### src/rtl/led_runner.sv
// LED chaser: a prescaled step strobe drives rotate, bounce or blink patterns
// on N_LED outputs, with a one-cycle tick marking each visible update.
module led_runner #(
    parameter int N_LED      = 6,
    parameter int TICK_DIV   = 6500000,
    parameter int ACTIVE_LOW = 1
) (
    input  logic             sys_clk,
    input  logic             sys_rst_n,
    input  logic             en,
    input  logic [1:0]       mode,
    output logic [N_LED-1:0] led,
    output logic             tick
);

    localparam int CW = $clog2(TICK_DIV);
    localparam logic [CW-1:0]    CNT_LAST  = CW'(TICK_DIV - 1);
    localparam logic [CW-1:0]    CNT_ONE   = CW'(1);
    localparam logic [N_LED-1:0] PAT_FIRST = N_LED'(1);

    typedef enum logic [1:0] {
        MODE_ROT_LEFT  = 2'b00,
        MODE_ROT_RIGHT = 2'b01,
        MODE_BOUNCE    = 2'b10,
        MODE_BLINK     = 2'b11
    } mode_t;

    typedef enum logic {
        DIR_LEFT  = 1'b0,
        DIR_RIGHT = 1'b1
    } dir_t;

    logic [CW-1:0]    cnt, cnt_next;
    logic [N_LED-1:0] pattern, pattern_next;
    dir_t             dir, dir_next;
    mode_t            mode_q, mode_q_next;
    logic             mode_chg;
    logic             stb;
    logic             one_hot;

    always_ff @(posedge sys_clk or negedge sys_rst_n) begin
        if (!sys_rst_n) begin
            cnt     <= '0;
            pattern <= PAT_FIRST;
            dir     <= DIR_LEFT;
            mode_q  <= MODE_ROT_LEFT;
            tick    <= 1'b0;
        end else begin
            cnt     <= cnt_next;
            pattern <= pattern_next;
            dir     <= dir_next;
            mode_q  <= mode_q_next;
            tick    <= stb;
        end
    end

    // A mode change always wins over a step, so the new pattern is shown for a
    // full prescaler period before it first advances.
    always_comb begin
        cnt_next     = cnt;
        pattern_next = pattern;
        dir_next     = dir;
        mode_q_next  = mode_q;
        mode_chg     = (mode != mode_q);
        stb          = en && (cnt == CNT_LAST) && !mode_chg;
        one_hot      = (pattern != '0) && ((pattern & (pattern - PAT_FIRST)) == '0);

        if (mode_chg) begin
            mode_q_next  = mode_t'(mode);
            cnt_next     = '0;
            dir_next     = DIR_LEFT;
            pattern_next = (mode_t'(mode) == MODE_BLINK) ? '1 : PAT_FIRST;
        end else if (en) begin
            cnt_next = stb ? '0 : (cnt + CNT_ONE);
            if (stb) begin
                if (mode_q != MODE_BLINK && !one_hot) begin
                    pattern_next = PAT_FIRST;
                end else begin
                    case (mode_q)
                        MODE_ROT_LEFT:  pattern_next = {pattern[N_LED-2:0], pattern[N_LED-1]};
                        MODE_ROT_RIGHT: pattern_next = {pattern[0], pattern[N_LED-1:1]};
                        MODE_BOUNCE: begin
                            if (dir == DIR_LEFT) begin
                                if (pattern[N_LED-1]) begin
                                    dir_next     = DIR_RIGHT;
                                    pattern_next = pattern >> 1;
                                end else begin
                                    pattern_next = pattern << 1;
                                end
                            end else begin
                                if (pattern[0]) begin
                                    dir_next     = DIR_LEFT;
                                    pattern_next = pattern << 1;
                                end else begin
                                    pattern_next = pattern >> 1;
                                end
                            end
                        end
                        MODE_BLINK:     pattern_next = ~pattern;
                        default:        pattern_next = PAT_FIRST;
                    endcase
                end
            end
        end
    end

    generate
        if (ACTIVE_LOW != 0) begin : g_active_low
            assign led = ~pattern;
        end else begin : g_active_high
            assign led = pattern;
        end
    endgenerate

endmodule

### config.mk
export PLATFORM = sky130hd
export DESIGN_NAME = led_runner
export DESIGN_NICKNAME = d
export VERILOG_FILES = /design/src/rtl/led_runner.sv
export SDC_FILE = /design/constraint.sdc
export NUM_CORES = 1
export LEC_CHECK = 0
export CAP_MARGIN = 10
export CELL_PAD_IN_SITES_DETAIL_PLACEMENT = 1
export CELL_PAD_IN_SITES_GLOBAL_PLACEMENT = 1
export CORE_MARGIN = 1.5
export CORE_UTILIZATION = 49
export DETAILED_ROUTE_END_ITERATION = 12
export PLACE_DENSITY_LB_ADDON = 0.1
export SLEW_MARGIN = 30
export SYNTH_ARGS = -nofsm -noshare
export SYNTH_HDL_FRONTEND = slang
export SYNTH_SLANG_ARGS = --single-unit
### constraint.sdc
create_clock -name sys_clk -period 3.35 [get_ports sys_clk]
set_input_delay 0.67 -clock sys_clk [delete_from_list [all_inputs] [get_ports sys_clk]]
set_output_delay 0.67 -clock sys_clk [all_outputs]
set_load 0.05 [all_outputs]
# Word level (Yosys, flattened, before mapping)

Index checks and enable logic that the tools add are counted.
Widths: inputs -> output; s select.

Flip-flop bits (word level): 33
Latch bits: 0
Bits in writable memories: 0
ROM bits: 0
Output and inout bits: 7
Memories: 0

$add $sub $neg: 2
$mul: 0
Divide/modulo/power cells: 0
$lt $le $gt $ge: 0
Equality and inequality tests: 8
Shift-type cells: 0
Multiplexer cells: 20
Bitwise logic cells: 2
Reductions and logical operators: 14

Operators with widths:

| cell                  | count |
|---|---|
| $mux 23               | 3 |
| $mux 6                | 8 |
| $pmux 6 s4            | 1 |
| $add 23x1->23 const B | 1 |
| $eq 23x23->1 const B  | 1 |
| $mux 1                | 8 |
| $and 6x6->6           | 1 |
| $eq 2x2->1 const B    | 3 |
| $logic_not 6->1       | 1 |
| $not 6->6             | 1 |
| $reduce_bool 2->1     | 3 |
| $reduce_bool 6->1     | 1 |
| $sub 6x1->6 const B   | 1 |
| $logic_and 1x1->1     | 4 |
| $ne 2x2->1 const B    | 2 |
| $reduce_and 4->1      | 1 |
| $eq 2x1->1 const B    | 1 |
| $logic_not 1->1       | 2 |
| $logic_not 2->1       | 1 |
| $ne 2x2->1            | 1 |
| $reduce_and 2->1      | 1 |

# Logic depth before layout (Yosys ltp)

Depth in word-level cells: 10
Mapped depth: 7

# Worst setup path after synthesis

No wires, ideal clock.

Path kind: input to register
Start: in mode[1]
End: reg cnt[8]
Library setup time: 0.099 ns
Data arrival time: 1.655 ns
Setup slack: 1.596 ns
Cell stages on the path: 5
Buffers on the path: 1
Cells stage by stage: xor2_1 or2_1 a21o_1 buf_4 a311oi_1

Word-level cells in the longest chain between the ends: 6
Elaborated cells between the ends (all ways): 7
Classes of those cells: eq/ne (1); mux (3); reduce/logical (3)

RTL lines:

| item                   | RTL line | source |
|---|---|---|
| start: declaration     | 11       | `input logic [1:0] mode,` |
| $ne 2x2->1 (*)         | 64       | `mode_chg = (mode != mode_q);` |
| $logic_not 1->1        | 65       | `stb = en && (cnt == CNT_LAST) && !mode_chg;` |
| $logic_and 1x1->1      | 65       |  |
| $mux 23                | 74       | `cnt_next = stb ? '0 : (cnt + CNT_ONE);` |
| $mux 23                | 73       | `end else if (en) begin` |
| $mux 23                | 68       | `if (mode_chg) begin` |
| end signal: assignment | 49       | `cnt <= cnt_next;` |
| end: declaration       | 33       | `logic [CW-1:0] cnt, cnt_next;` |

Mark *: on every way between the ends. The rest lies on a longest branch, timed or not. The select of a mux whose other input is x is not followed.
A chain may end at the register's enable or synchronous reset.

# Worst setup path after layout

Start: in mode[1]
End: reg cnt[12]

Same word-level chain as after synthesis.

==> flow_summary.toml <==
[synthesis]
synth-warning-count = 0
ys_seq_area_frac = 0.3821
syn_area_um2 = 2165
syn_nets = 248
synth_ff_type = "dfrtp_1"
yosysMostFrequentCell = "dfrtp_1"
async_flop_share = 1.000
synth_edf_count = 0
synth_top_cell_by_area = "dfrtp_1"
yosys-top-cells-count = "dfrtp_1 (32), nor2_1 (26), nand2_1 (22)"
ys_types = 58
synth.ff_latch_count = 33
synth_area_leaders = "dfrtp_1 (37%), nor2_1 (4.5%), nand2_1 (3.8%), xor2_1 (3.6%), a21oi_1 (3.5%)"
syn_avg_cell_area_um2 = 8.945
syn_inst = 242
yosys.area.top_type_share = 0.3699

[layout]
nets = 258
antenna_cells = 0
drive_gt1_frac = 0.1067
fin_cells = 303
final_cell_area_um2 = 2415
syn2layout_area_growth_pct = 11.56
fin_util = 0.5868

[sta]
max_freq_mhz = 397.2
setup_viol = 0
post-route-min-period_ns = 2.518
slew_viol_final = 0
slew-limit-headroom = 0.5505
tightest_slew_ns = 0.6691
rsz0062_at_grt = "no"
skew_ns = 0.006886
tns_ns = 0
hold_viol = 0
finalCritPeriodShare = 0.7516

[power_and_ir_drop]
internal-power_uw = 716.4
vdd_drop_max_v = 0.0003129
power.density_nw_per_um2 = 423.3
clockPowerShare = 0.386
p_sw_uw = 305.8
swShare = 0.2992
p_seq_frac = 0.433
leakagePower_uw = 0.0009450
share_comb_of_total_power = 0.182

[routing]
drc_errors = 0
vias = 1911
drtIter0Drc = 158
vias_per_cell = 6.307
drt-pass1-iter-count = 4
routedWlPerCell_um = 19.37
postRouteAntennaNets = 0
wirelength_um = 5869

[floorplan]
fp.dieArea_um2 = 4825
core_area_um2 = 4115
initial_utilization = 0.5260
dieWidth_um = 69.47
io_pins = 12
fp.dieH_um = 69.47
rows = 23

[clocking]
cts_buffers = 5
post_cts_buffers = 0
cts.clk_slew.worst_paths_ns = 0.07
cts-root-buf = "clkbuf_8"
insertion_delay_ns = 0.29
htreeDepth = 2
cts_resized = 0
cts_max_path_buffers = 2
clock-sinks = 33
postCtsHoldBufs = 0
cts_tree = "yes"

[critical_path]
worstSetupPathType = "input pin to flop"
r2r-end = "cnt[12]"
r2r_cells = 5
end_kind = "flop"
cp-start-kind = "input pin"
timing.rr.start = "mode_q[0]"
cp_max_fo = 15
required_ns = 3.50
regToRegSetupSlack_ns = 1.16
critical_path_arrival_ns = 2.67

[placed_design]
placed_area_um2 = 2295
dp_cells = 295
hpwlAfterDp_um = 4354
place.gp.congestion = 0.8974
portBuffers = 11

[job]
max_cap_viol_count = 0

[grt]
grt_max_degree = 34
grt_usage = 0.2570
overflow = 0
antenna_found_initial = 0
grt_pass1_wl_um = 9818
grt_pass1_vias = 1900

[run_status]
status = "finished clean"

[worst_hold_path]
min_to = "cnt[1]"
min_delay_path_depth = 2
hp-class = "flop to flop"
hp-start = "cnt[1]"
-- flip-flops by register name (all words and copies together), names as in the netlist --
signal	cells
cnt	23
pattern	6
mode_q	2
dir	1
tick	1
-- worst max path at each step --
stage / startpoint / to / slack (ns) / depth (start not counted)
5_1_grt: mode[1] / cnt[12] / 0.67 / 6
4_1_cts: pattern[5] / led[5] / 0.86 / 2
3_3_place_gp: mode[1] / cnt[12] / 0.68 / 6
2_1_floorplan: mode[1] / cnt[8] / 1.60 / 5
6_report: mode[1] / cnt[12] / 0.83 / 6
3_5_place_dp: mode[1] / cnt[12] / 0.54 / 6
-- power by group through the flow --
stage / logic, uW / clock network [uW] / registers (uW)
6_report: 186 / 394 / 442
5_1_grt: 202 / 418 / 446
4_1_cts: 187 / 405 / 441
3_5_place_dp: 186 / 0 / 449
3_3_place_gp: 183 / 0 / 448
2_1_floorplan: 139 / 0 / 431
-- through the flow --
step	power [uW]	worst slack, ns	hold slack (ns)
after global routing	1066	0.6693	0.5890
after CTS	1033	0.8599	0.5668
final	1022	0.8322	0.5654
after floorplan	569.7	1.596	0.3744
after global placement	630.7	0.6780	0.5480
after detailed placement	634.9	0.5430	0.5491
-- critical path, cell delays in order --
cell	delay (ns)
clkdlybuf4s50_1	0.60
xor2_1	0.30
or2_1	0.44
a21o_1	0.31
buf_4	0.28
a211oi_1	0.06
-- layout make-up --
| cell class | instances | area (um2) |
|---|---|---|
| fill | 482 | 1700 |
| multi-input combinational | 187 | 1227 |
| inverter | 10 | 37.54 |
| clock inverter | 2 | 37.54 |
| sequential | 33 | 827.0 |
| tap | 50 | 62.56 |
| clock buffer | 6 | 82.58 |
| timing repair buffer | 15 | 140.1 |
-- per-layer routing --
layer | track usage | routed length [um]
met1 | 0.4173 | 3008
met2 | 0.3440 | 2454
met3 | 0.04651 | 349
met4 | 0.06972 | 57
met5 | 0 | 0
-- kinds of logic (layout without fill, tap and decap cells) --
family	count (synthesis)	in the layout	synth area share
muxes	7	7	0.03237
adders and majority gates	1	1	0.005779
buffers and inverters	22	33	0.05086
AOI/OAI and AO/OA	51	51	0.1561
and+or+nand+nor	112	112	0.3081
xor gates and xnor gates	16	16	0.06474
DFF	33	33	0.3821
-- layout by cell type (no fill, tap or decap), drive strengths merged, types with 2 or more instances in the layout --
master	n
and3	3
dfrtp	32
nor4bb	2
o311ai	2
clkdlybuf4s50	11
o21ai	6
nor4b	5
clkbuf	6
nor3b	3
a31oi	5
o221ai	3
nor2b	2
nand2	22
buf	4
xor2	9
nand3	10
inv	10
xnor2	7
nor3	8
mux2i	7
a2bb2oi	2
a22oi	2
nor2	26
or2	3
a211oi	3
and4	3
a21o	2
nand4	8
or3	3
nor4	8
o31ai	2
a311oi	2
a21oi	15
Power figures use the tool's default switching activity.
